==> src/rtl/pc_epc_unit.sv <==
// pc_epc_unit
//   Program counter and exception PC registers of the multicycle MIPS
//   datapath. Sits directly downstream of the PC source mux.
//   - RUN: PC loads PCSrc_output on PCWrite, or on PCWriteCond when the
//     selected branch condition holds. Misaligned targets are rejected and
//     flagged with a one-cycle pc_misaligned pulse.
//   - Exception sequence RUN -> EXC_SAVE -> EXC_LOAD -> RUN: save PC-EPC_OFFSET
//     into EPC, then wait for vec_valid and load the vector from the mux.
//
//   Optional feature macro: PC_BRANCH_STATS_EN
//     defined     : branch_taken_count / branch_total_count are live counters
//     not defined : both count ports are tied to zero
//
// Ports
//   clk                 in   1           rising-edge clock
//   reset               in   1           asynchronous active-high reset
//   PCWrite             in   1           unconditional PC load request
//   PCWriteCond         in   1           branch-qualified PC load request
//   branch_op           in   2           00 beq, 01 bne, 10 bgt, 11 ble
//   zero                in   1           ALU zero flag
//   gt                  in   1           ALU greater-than flag
//   PCSrc_output        in   32          next-PC value from PC source mux
//   exc_req             in   1           exception request pulse
//   vec_valid           in   1           exception vector on PCSrc_output
//   PC_output           out  32          current PC
//   EPC_output          out  32          saved exception PC
//   exc_busy            out  1           exception sequence in progress
//   pc_misaligned       out  1           one-cycle pulse on rejected load
//   branch_taken_count  out  STAT_WIDTH  taken conditional branches
//   branch_total_count  out  STAT_WIDTH  evaluated conditional branches
module pc_epc_unit #(
  parameter logic [31:0] RESET_VECTOR = 32'h0000_0000,
  parameter logic [31:0] EPC_OFFSET   = 32'd4,
  parameter int          STAT_WIDTH   = 16
) (
  input  logic                  clk,
  input  logic                  reset,
  input  logic                  PCWrite,
  input  logic                  PCWriteCond,
  input  logic [1:0]            branch_op,
  input  logic                  zero,
  input  logic                  gt,
  input  logic [31:0]           PCSrc_output,
  input  logic                  exc_req,
  input  logic                  vec_valid,
  output logic [31:0]           PC_output,
  output logic [31:0]           EPC_output,
  output logic                  exc_busy,
  output logic                  pc_misaligned,
  output logic [STAT_WIDTH-1:0] branch_taken_count,
  output logic [STAT_WIDTH-1:0] branch_total_count
);

  typedef enum logic [1:0] {RUN, EXC_SAVE, EXC_LOAD} state_t;

  state_t      state, state_nxt;
  logic [31:0] pc, epc;
  logic        mis;
  logic        cond_ok;
  logic        pc_load;
  logic        epc_save;
  logic        mis_nxt;

  function automatic logic branch_cond(input logic [1:0] op,
                                       input logic z, input logic g);
    case (op)
      2'b00:   branch_cond = z;
      2'b01:   branch_cond = ~z;
      2'b10:   branch_cond = g;
      default: branch_cond = ~g;
    endcase
  endfunction

  assign cond_ok = branch_cond(branch_op, zero, gt);

  always_comb begin
    state_nxt = state;
    pc_load   = 1'b0;
    epc_save  = 1'b0;
    mis_nxt   = 1'b0;
    case (state)
      RUN: begin
        // An exception request pre-empts any load in the same cycle.
        if (exc_req) begin
          state_nxt = EXC_SAVE;
        end else if (PCWrite | (PCWriteCond & cond_ok)) begin
          if (PCSrc_output[1:0] != 2'b00) mis_nxt = 1'b1;
          else                            pc_load = 1'b1;
        end
      end
      EXC_SAVE: begin
        epc_save  = 1'b1;
        state_nxt = EXC_LOAD;
      end
      EXC_LOAD: begin
        // The vector is trusted: no alignment check on this load.
        if (vec_valid) begin
          pc_load   = 1'b1;
          state_nxt = RUN;
        end
      end
      default: state_nxt = RUN;
    endcase
  end

  always_ff @(posedge clk or posedge reset) begin
    if (reset) begin
      state <= RUN;
      pc    <= RESET_VECTOR;
      epc   <= 32'h0000_0000;
      mis   <= 1'b0;
    end else begin
      state <= state_nxt;
      mis   <= mis_nxt;
      if (pc_load)  pc  <= PCSrc_output;
      // Wraps modulo 2^32, so PC=0 saves 32'hFFFF_FFFC.
      if (epc_save) epc <= pc - EPC_OFFSET;
    end
  end

  assign PC_output     = pc;
  assign EPC_output    = epc;
  assign exc_busy      = (state != RUN);
  assign pc_misaligned = mis;

`ifdef PC_BRANCH_STATS_EN
  logic                  branch_eval;
  logic [STAT_WIDTH-1:0] taken_cnt, total_cnt;

  // Only a genuine conditional branch in RUN is evaluated; a taken branch
  // counts even when its target is rejected as misaligned.
  assign branch_eval = (state == RUN) & PCWriteCond & ~PCWrite & ~exc_req;

  always_ff @(posedge clk or posedge reset) begin
    if (reset) begin
      taken_cnt <= '0;
      total_cnt <= '0;
    end else if (branch_eval) begin
      total_cnt <= total_cnt + STAT_WIDTH'(1);
      if (cond_ok) taken_cnt <= taken_cnt + STAT_WIDTH'(1);
    end
  end

  assign branch_taken_count = taken_cnt;
  assign branch_total_count = total_cnt;
`else
  assign branch_taken_count = '0;
  assign branch_total_count = '0;
`endif

endmodule

==> config.mk <==
export PLATFORM = sky130hd
export DESIGN_NAME = pc_epc_unit
export DESIGN_NICKNAME = d
export VERILOG_FILES = /design/src/rtl/pc_epc_unit.sv
export SDC_FILE = /design/constraint.sdc
export NUM_CORES = 1
export LEC_CHECK = 0
export ABC_AREA = 1
export CELL_PAD_IN_SITES_DETAIL_PLACEMENT = 2
export CELL_PAD_IN_SITES_GLOBAL_PLACEMENT = 2
export CORE_MARGIN = 4
export CORE_UTILIZATION = 26
export CTS_BUF_LIST = sky130_fd_sc_hd__clkbuf_4
export DETAILED_ROUTE_END_ITERATION = 8
export HOLD_SLACK_MARGIN = 0.02
export PLACE_DENSITY = 0.95
export SETUP_SLACK_MARGIN = 0.5
export SLEW_MARGIN = 20
export SYNTH_ARGS = -nofsm -noshare
export SYNTH_HDL_FRONTEND = slang
export SYNTH_SLANG_ARGS = --single-unit
==> constraint.sdc <==
create_clock -name clk -period 6.4 [get_ports clk]
set_input_delay 1.28 -clock clk [delete_from_list [all_inputs] [get_ports clk]]
set_output_delay 1.28 -clock clk [all_outputs]
set_load 0.005 [all_outputs]
==> run_results.csv <==
group,metric,value,unit
clocking,cts.clk_slew.worst_paths,110,ps
global_routing,grt_start_max_net_pins,68,
drt,drt_iter0_markers,103,
drt,routed_wl,13200,um
global_routing,grt-ovfl-total,0,
synth,number_of_flops_mapped_to_enable_cells_by_yosys,0,
finish,area_delta_synth_final,34.3,%
synth,postSynthAreaPerCell,7.25,sq um
synth,mappedNetlistArea,3700,sq um
drt,antenna_left,0,
floorplanning,design.portCount,140,
synth,synth_top_cells_by_count,"nand2_1 (181), dfrtp_1 (67), nor2_1 (67)",
min_path,hp-class,"register to register",
floorplanning,die_height,127,um
synth,synth_top_cell_by_area,"dfrtp_1",
drt,routed_via_density,4.65,
synth,synth_simple_gate_area_share,35.8,%
floorplanning,die-width,127,um
timing,finalCritPeriodShare,47.3,%
power_and_ir_drop,power.static_leakage,2.36,nW
worst_setup_path,largest_fanout_on_the_critical_path,33,
worst_setup_path,critPathLaunchType,"primary input",
global_routing,first_global_vias,4178,
synth,synth.lib_cells_used.distinct,26,
worst_setup_path,crit_required,6690,ps
clocking,cts.htree.levels,3,
global_routing,global_route.usage.met2,29.7,%
status,status,"completed",
worst_setup_path,critPathArrivalTime,3320,ps
power_and_ir_drop,power.ir.vdd_worst,0.153,mV
timing,max_slew_margin,28.1,%
synth,synth_top_cells_by_area,"dfrtp_1 (45%), nand2_1 (18%), nand3_1 (6.9%)",
synth,ys_dominant_reg_cell,"dfrtp_1",
timing,totalNegativeSetupSlack,0,ps
clocking,clk_path_buf_depth,2,
timing,finalSetupViolations,0,
drt,detail_route.first_pass.iterations,5,
place,portBuffers,107,
drt,wl_per_cell,16.5,um
global_routing,gr-usage-all-layers,16.6,%
synth,yosys_register_bits,67,
clocking,tritoncts,"built",
worst_setup_path,worst_path_dominant_cell_family,"simple AND/OR/NAND/NOR gates",
clocking,post_cts_buffers,0,
synth,synth_most_common_cell,"nand2_1",
synth,synthMuxAreaShare,0,%
clocking,clkSinkCount,67,
floorplanning,placement_rows,43,
place,place.detailed.hpwl,10100,um
synth,async_reset_ff_share,100,%
worst_setup_path,critical_path_buf_inv_count,3,
synth,netlist.area_leader.share,45.3,%
place,finalWeightedCongestion,0.832,
synth,synthCells,510,
synth,synth_xor_area_share,0.947,%
finish,final.fill_count,1651,
timing,timing.final.hold_violations,0,
clocking,ctsRootBufferMaster,"clkbuf_4",
timing,rsz0062_at_grt,"false",
clocking,cts.repair.resized,0,
worst_setup_path,critical_path.cell_chain,"clkdlybuf4s50_1 > inv_1 > nand2_1 > nand3b_1 > nand3_1 > nand2_1 > nand2_1 > buf_4 > nand2_2 > nand2_1 > nand2_1",
timing,clock-skew-final,9.58,ps
power_and_ir_drop,totalPowerFinal,2.31,mW
global_routing,grt_first_pass_wirelength,21600,um
floorplanning,core_region_area,13900,sq um
worst_setup_path,rr_startpoint,"state[1]",
clocking,ctsHoldBuffers,0,
floorplanning,design.die.area,16200,sq um
min_path,holdCritStartpoint,"EPC_output[24]",
worst_setup_path,critical_path_class,"primary input to register",
drt,vias,3728,
worst_setup_path,setup.worst_path.end_class,"register",
worst_setup_path,critical_path.max_stage_delay,480,ps
global_routing,layer_with_the_highest_usage,"met2",
timing,highest_clock_frequency_the_design_can_meet,330,MHz
drt,drcViolationCount,0,
timing,drv_slew,0,
global_routing,use_met1,19.1,%
finish,layout-drive-gt1-share,5.31,%
floorplanning,floorplan.initialDensity,26.6,%
worst_setup_path,critical_path.slowest_cell,"clkdlybuf4s50_1",
clocking,insertion_delay,420,ps
synth,yosysWarnings,0,
clocking,cts-buffers-inserted,9,
synth,synth.yosys.seq_area_share,45.3,%
synth,synth-compound-area-share,4.74,%
timing,timing.final.crit_period,3030,ps
timing,tightest_slew,1080,ps
worst_setup_path,timing.critical_path.from,"branch_op[1]",
run,max_cap_violations,0,
worst_setup_path,crit_path_frequent_cell,"nand2_1",
global_routing,grt_antenna_before_repair,0,
power_and_ir_drop,power.density_cell_area,464,nW/um^2
synth,largest_family_of_logic_cells_by_synthesized_area,"simple AND/OR/NAND/NOR gates",
synth,synth_adder_area_share,0.338,%
finish,ant_cells,0,
global_routing,grtUsageMet3,5.35,%
finish,layout.nets,659,
==> flip-flops by register name, indices dropped and copies added (netlist names) <==
signal / count
pc_misaligned: 1
EPC_output: 32
state: 2
PC_output: 32
==> routing by layer <==
layer | share of wire [%] | vias to the layer above
met5 | 0 | -
met2 | 52 | 100
met3 | 6.3 | 16
met4 | 1.4 | 0
li1 | - | 1756
met1 | 40 | 1856
==> layout make-up <==
type,instances,area [sq um],area share [%]
Multi-Input combinational cell,388,1670,33.6
Inverter,39,146,2.95
Sequential cell,67,1680,33.8
Tap cell,180,225,4.54
Timing Repair Buffer,111,1100,22.2
Clock buffer,9,67.6,1.36
Clock inverter,7,82.6,1.66
==> power by group <==
group          switching [mW]  internal [mW]  total, mW
clock network           0.157          0.154      0.311
registers               0.223          0.616      0.839
logic                   0.600          0.555       1.16
total                   0.980           1.32       2.31
==> placed cells by master (no fill, tap or decap), types with 6 or more instances in the layout <==
cell type,instances
clkbuf_4,9
a21oi_1,7
clkdlybuf4s50_1,107
conb_1,32
a31oi_1,6
o21ai_0,11
inv_1,37
nand2_1,181
nor2_2,6
dfrtp_1,67
nand3_1,51
nor2_1,67
==> per-stage QoR <==
step	hold WS, ps	setup slack, ps	util, %	instance area, sq um	std cells
global placement	460	3130	34.7	4820	785
global route	537	3120	35.8	4970	801
CTS	506	3340	35.8	4970	801
finish	496	3370	35.8	4970	801
detailed placement	476	2900	34.7	4820	785
floorplan	465	3440	-	3810	541
==> path summary, 6_finish.rpt <==
| check | endpoint | depth (start not counted) | slack (ps) |
|---|---|---|---|
| max in group asynchronous | EPC_output[21] | 3 | 4380 |
| min in group asynchronous | EPC_output[10] | 3 | 1430 |
| max reg2reg | PC_output[3] | 8 | 4420 |
| min reg2reg | EPC_output[24] | 2 | 500 |
| min | EPC_output[24] | 2 | 500 |
| max | PC_output[3] | 11 | 3370 |
==> kinds of logic (layout without fill, tap and decap cells) <==
kind of cell / after synthesis / after routing
AO/OA/AOI/OAI: 32 / 32
XOR/XNOR: 4 / 4
adder cells (fa/ha/maj): 1 / 1
buffers and inverters: 86 / 166
flip-flops: 67 / 67
other: 1 / 32
AND/OR/NAND/NOR: 319 / 319
==> worst min-delay path: stages, from the launching register on <==
cell,delay (ps)
dfrtp_1,360
nand2_1,50
nand2_1,50
(Power assumes the default switching activity.)
